==> src/rtl/jk_drv_pkg.sv <==
`default_nettype none
// ============================================================================
//  Module  : jk_drv_pkg
//  Purpose : Shared FSM encoding and the per-bit JK excitation function.
//  Rev     : 1.0  initial release
// ============================================================================
package jk_drv_pkg;

    localparam int c_STATE_W = 2;

    typedef enum logic [c_STATE_W-1:0] {
        ST_IDLE  = 2'd0,
        ST_DRIVE = 2'd1,
        ST_HOLD  = 2'd2,
        ST_CHECK = 2'd3
    } state_t;

    // Returns {j,k} moving a flop from q to t; don't-care legs take toggle_x.
    function automatic logic [1:0] jk_excite(input logic q, input logic t, input logic toggle_x);
        logic [1:0] r;
        r = 2'b00;
        case ({q, t})
            2'b00:   r = {1'b0, toggle_x};
            2'b01:   r = {1'b1, toggle_x};
            2'b10:   r = {toggle_x, 1'b1};
            2'b11:   r = {toggle_x, 1'b0};
            default: r = 2'b00;
        endcase
        return r;
    endfunction

endpackage
`default_nettype wire

==> src/rtl/jk_excite_vec.sv <==
`default_nettype none
// ============================================================================
//  Module  : jk_excite_vec
//  Purpose : WIDTH-wide combinational J/K excitation from current Q to target.
//  Rev     : 1.0  initial release
// ============================================================================
module jk_excite_vec
    import jk_drv_pkg::*;
#(
    parameter int WIDTH    = 4,
    parameter int TOGGLE_X = 0
) (
    input  logic [WIDTH-1:0] q,
    input  logic [WIDTH-1:0] t,
    output logic [WIDTH-1:0] j,
    output logic [WIDTH-1:0] k
);

    localparam logic c_X = (TOGGLE_X != 0);

    genvar gi;
    for (gi = 0; gi < WIDTH; gi++) begin : g_bit
        logic [1:0] w_jk;
        assign w_jk  = jk_excite(q[gi], t[gi], c_X);
        assign j[gi] = w_jk[1];
        assign k[gi] = w_jk[0];
    end

endmodule
`default_nettype wire

==> src/rtl/jk_bank_driver.sv <==
`default_nettype none
// ============================================================================
//  Module  : jk_bank_driver
//  Purpose : Drives J/K excitation into a JK flop bank to reach a target word,
//            verifies Q after settling and retries a bounded number of times.
//  Rev     : 1.0  initial release
// ============================================================================
module jk_bank_driver
    import jk_drv_pkg::*;
#(
    parameter int WIDTH     = 4,
    parameter int SETTLE    = 2,
    parameter int MAX_RETRY = 3,
    parameter int TOGGLE_X  = 0
) (
    input  logic             clk,
    input  logic             rst,
    input  logic             tgt_valid,
    input  logic [WIDTH-1:0] tgt_data,
    output logic             tgt_ready,
    input  logic [WIDTH-1:0] q_fb,
    output logic [WIDTH-1:0] j,
    output logic [WIDTH-1:0] k,
    output logic             busy,
    output logic             done,
    output logic             err
);

    localparam int                  c_HOLD_W    = (SETTLE < 2) ? 1 : $clog2(SETTLE + 1);
    localparam logic [c_HOLD_W-1:0] c_SETTLE    = c_HOLD_W'(SETTLE);
    localparam logic [c_HOLD_W-1:0] c_HOLD_LAST = c_HOLD_W'(1);
    localparam logic [3:0]          c_MAX_RETRY = 4'(MAX_RETRY);

    state_t              r_state;
    state_t              w_next;
    logic [WIDTH-1:0]    r_tgt;
    logic [3:0]          r_retry;
    logic [c_HOLD_W-1:0] r_hold;

    logic [WIDTH-1:0]    w_exc_tgt;
    logic [WIDTH-1:0]    w_j;
    logic [WIDTH-1:0]    w_k;
    logic                w_match;
    logic                w_retry_ok;
    logic                w_accept;
    logic                w_redrive;
    logic                w_load_jk;

    // Excitation uses the incoming word on accept and the latched one on retry.
    assign w_exc_tgt  = (r_state == ST_IDLE) ? tgt_data : r_tgt;
    assign w_match    = (q_fb == r_tgt);
    assign w_retry_ok = (r_retry < c_MAX_RETRY);

    jk_excite_vec #(
        .WIDTH    (WIDTH),
        .TOGGLE_X (TOGGLE_X)
    ) u_excite (
        .q (q_fb),
        .t (w_exc_tgt),
        .j (w_j),
        .k (w_k)
    );

    always_ff @(posedge clk or posedge rst) begin
        if (rst) begin
            r_state <= ST_IDLE;
        end else begin
            r_state <= w_next;
        end
    end

    always_comb begin
        w_next = r_state;
        case (r_state)
            ST_IDLE:  if (tgt_valid) w_next = ST_DRIVE;
            ST_DRIVE: w_next = ST_HOLD;
            ST_HOLD:  if (r_hold == c_HOLD_LAST) w_next = ST_CHECK;
            ST_CHECK: w_next = (!w_match && w_retry_ok) ? ST_DRIVE : ST_IDLE;
            default:  w_next = ST_IDLE;
        endcase
    end

    always_comb begin
        tgt_ready = (r_state == ST_IDLE);
        busy      = (r_state != ST_IDLE);
        w_accept  = (r_state == ST_IDLE) && tgt_valid;
        w_redrive = (r_state == ST_CHECK) && !w_match && w_retry_ok;
        w_load_jk = w_accept || w_redrive;
    end

    always_ff @(posedge clk or posedge rst) begin
        if (rst) begin
            j       <= '0;
            k       <= '0;
            done    <= 1'b0;
            err     <= 1'b0;
            r_tgt   <= '0;
            r_retry <= '0;
            r_hold  <= '0;
        end else begin
            // J/K are live only for the single cycle following a load.
            j    <= w_load_jk ? w_j : '0;
            k    <= w_load_jk ? w_k : '0;
            done <= (r_state == ST_CHECK) && w_match;
            err  <= (r_state == ST_CHECK) && !w_match && !w_retry_ok;

            if (w_accept) begin
                r_tgt   <= tgt_data;
                r_retry <= '0;
            end else if (w_redrive) begin
                r_retry <= r_retry + 4'd1;
            end

            if (r_state == ST_DRIVE) begin
                r_hold <= c_SETTLE;
            end else if (r_state == ST_HOLD) begin
                r_hold <= r_hold - c_HOLD_LAST;
            end
        end
    end

endmodule
`default_nettype wire

==> config.mk <==
export PLATFORM = sky130hd
export DESIGN_NAME = jk_bank_driver
export DESIGN_NICKNAME = d
export VERILOG_FILES = /design/src/rtl/jk_drv_pkg.sv /design/src/rtl/jk_excite_vec.sv /design/src/rtl/jk_bank_driver.sv
export SDC_FILE = /design/constraint.sdc
export NUM_CORES = 1
export LEC_CHECK = 0
export CORE_MARGIN = 1
export CORE_UTILIZATION = 48
export DETAILED_ROUTE_END_ITERATION = 8
export GPL_TIMING_DRIVEN = 0
export PLACE_DENSITY = 0.75
export SKIP_CTS_REPAIR_TIMING = 1
export SYNTH_ARGS = -nofsm -noshare
export SYNTH_HDL_FRONTEND = slang
export SYNTH_SLANG_ARGS = --single-unit
export TNS_END_PERCENT = 50
==> constraint.sdc <==
create_clock -name clk -period 1.8 [get_ports clk]
set_clock_uncertainty 0.1 [all_clocks]
set_input_delay 0.36 -clock clk [delete_from_list [all_inputs] [get_ports clk]]
set_output_delay 0.36 -clock clk [all_outputs]
set_load 0.02 [all_outputs]
==> impl_metrics.csv <==
group,metric,value,unit
worst_setup_path,arrival,1.37,ns
floorplan,io_pins,23,
worst_setup_path,rr_worst_depth,6,
sta,fin_crit_sh,102,%
sta,rsz0062_at_grt,"yes",
route,post_drt_wl_per_cell,14.4,µm
logic_synthesis,syn_inst,84,
global_route,gr-usage-all-layers,20.8,%
worst_setup_path,critPathBufInv,4,
global_route,first_global_vias,711,
sta,setup_violations,1,
cts,clkTransAtPathRegs,0.12,ns
logic_synthesis,synth-simple-area-share,10.1,%
cts,cts_tree,"yes",
route,routed_wl,1.97,mm
global_route,grt_overflow_total,0,
route,drc,0,
worst_setup_path,cp_num_cells,5,
sta,clock.fmax,0.547,GHz
logic_synthesis,synth.largest_area_cell,"dfrtp_1",
run,maxCapViolations,0,
floorplan,die_y,47.8,µm
placed_design,gp_congestion,0.767,
logic_synthesis,yosysWarningCount,0,
logic_synthesis,synth.cell_area,1010,µm²
floorplan,die_width,47.8,µm
worst_setup_path,required,1.34,ns
cts,cts_sinks,22,
worst_setup_path,critPathCaptureType,"output port",
route,drt_iter0_drc,7,
floorplan,die-area,2290,µm²
logic_synthesis,synthFlopType,"dfrtp_1",
global_route,antenna_found_initial,0,
logic_synthesis,synth_fa_ha_area_share,8.70,%
placed_design,pre_cts_ws,-0.474,ns
cts,numCtsBuffers,3,
logic_synthesis,synthXorXnorAreaFrac,3.48,%
logic_synthesis,synth.area.top_cells,"dfrtp_1, ha_1, mux2_2, mux2i_1, xnor2_1",
logic_synthesis,synth.net_count,102,
floorplan,rows,16,
logic_synthesis,ys_seq_area_share,54.7,%
finish,final_util,68.6,%
hold_path,min_path_type,"input pin to asynchronous set/reset pin",
finish,fillers,163,
route,first_pass_iters,5,
finish,nets,129,
worst_setup_path,worstSetupStartpointType,"register",
placed_design,io_buffers,22,
placed_design,post-dp-hpwl,1.40,mm
logic_synthesis,synth_top_family_by_area,"multiplexers",
cts,clk_path_buf_depth,2,
worst_setup_path,cp_max_fo,6,
route,route.vias.total,717,
cts,root_buffer,"clkbuf_4",
finish,drive_gt1_share,18.2,%
global_route,grt_pass1_wl,3.11,mm
sta,setup_slack,-0.0288,ns
sta,worstMarginPinSlew,0.834,ns
route,drt.antenna.violating_nets,0,
logic_synthesis,ys_types,24,
finish,diodes,0,
logic_synthesis,synth-edff-count,0,
logic_synthesis,synth_most_common_cell,"dfrtp_1",
finish,areaGrowthSynthToFinish,33.5,%
worst_setup_path,crit_path_max_incr_delay,0.43,ns
route,via_per_inst,5.23,
global_route,grt_max_degree,23,
sta,hold_viol_final,0,
logic_synthesis,synth_compound_area_share,9.32,%
logic_synthesis,synth_mux_area_share,10.7,%
cts,clock_latency,0.32,ns
sta,max_slew_margin,44.3,%
power_and_ir_drop,p_leak,0.000634,µW
logic_synthesis,avgSynthCellArea,12.0,µm²
logic_synthesis,synthArstFlopShare,100,%
worst_setup_path,worstSetupPathType,"register to output port",
sta,slew_viol_final,0,
worst_setup_path,path_delay_family,"buffers and inverters",
cts,htree_num_levels,1,
sta,post-route-min-period,1.83,ns
worst_setup_path,path_cells,"inv_2 -> ha_4 -> buf_8 -> inv_1 -> buf_2",
status,violations,"setup timing",
status,status,"finished with violations",
power_and_ir_drop,p_per_area,1640,nW/µm²
floorplan,start_util,51.3,%
power_and_ir_drop,peakVddDrop,0.927,mV
worst_setup_path,slowest_stage,"dfrtp_1",
logic_synthesis,synth_top_cell_area_share,54.7,%
logic_synthesis,ys_seq_elements,22,
floorplan,coreArea,1960,µm²
logic_synthesis,synthTopCellsByCount,"dfrtp_1, ha_1, inv_1, mux2_2",
==> logic make-up (layout without fill, tap and decap cells) <==
group	after synthesis	in the layout
DFF	22	22
and+or+nand+nor	19	19
AOI/OAI and AO/OA	14	14
muxes	10	10
buffers and inverters	8	34
adders and majority gates	7	7
xor gates and xnor gates	4	4
==> path summary, 6_finish.rpt <==
kind                            start    endpoint  slack, ns
max                        r_state[0]        busy      -0.03
min                               rst        k[1]       0.39
max reg2reg                r_state[0]  r_state[1]       0.09
min reg2reg                r_retry[2]  r_retry[2]       0.44
max in group asynchronous         rst  r_state[1]       0.64
min in group clk           r_retry[2]  r_retry[2]       0.44
==> worst register-to-register path, cell delays in order (launching register included) <==
cell,delay [ns]
dfrtp_1,0.43
inv_2,0.13
ha_4,0.16
buf_8,0.13
inv_1,0.06
o22ai_1,0.24
mux2_2,0.37
==> cells in the final DEF (no fill, tap or decap) <==
cell type        count
dfrtp_2              1
inv_1                5
a41o_1               1
nand3_1              1
nand4_1              1
o22ai_1              1
clkdlybuf4s50_1     20
or3_1                2
o21bai_1             1
a21oi_1              1
ha_1                 6
a21boi_1             1
dfrtp_1             21
clkbuf_4             3
dlymetal6s2s_1       1
buf_2                1
a21boi_2             1
and2_1               2
mux2_2               6
a41oi_1              1
xnor2_2              2
a21boi_0             1
nor3_1               5
nand2_4              1
mux2i_1              4
a2111oi_0            1
o21ai_0              4
and3_1               4
o21ai_1              1
xnor2_1              2
inv_2                2
ha_4                 1
buf_8                1
clkbuf_8             1
nor2_1               3
==> area by class of cell <==
| class | instances | area (µm²) | share of cell area [%] |
|---|---|---|---|
| repair buffers | 22 | 218 | 16.2 |
| multi-input cells | 54 | 464 | 34.5 |
| well taps | 27 | 33.8 | 2.51 |
| clock buffers | 4 | 36.3 | 2.70 |
| flip-flops and latches | 22 | 552 | 41.0 |
| plain buffers | 1 | 15.0 | 1.12 |
| inverters | 7 | 26.3 | 1.95 |
==> through the flow <==
stage / power, µW / TNS (ns) / hold WS, ns / instance area (µm²) / std cells
2_1_floorplan: 1520 / 0 / 0.249 / 1020 / 84
3_3_place_gp: 1820 / -3.53 / 0.391 / 1270 / 133
3_5_place_dp: 1870 / -3.90 / 0.392 / 1270 / 133
4_1_cts: 2150 / -2.90 / 0.420 / 1310 / 137
5_1_grt: 2390 / -0.145 / 0.451 / 1350 / 137
6_report: 2200 / -0.0288 / 0.392 / 1350 / 137
==> metal layers <==
metal  share of wire [%]  track usage, %
met4                 1.6            10.0
met1                  44            24.8
met2                  49            35.4
met5                   0               0
met3                 4.8            4.53
==> flip-flops by register name, indices dropped and copies added (netlist names) <==
register  count
r_state       2
r_retry       4
j             4
r_hold        2
done          1
r_tgt         4
k             4
err           1
==> power by group <==
group	switching, µW	leakage [µW]	internal, µW
clock network	157	0.0000210	124
logic	571	0.000330	557
registers	119	0.000283	671
total	848	0.000634	1350
Power figures use the tool's default switching activity.
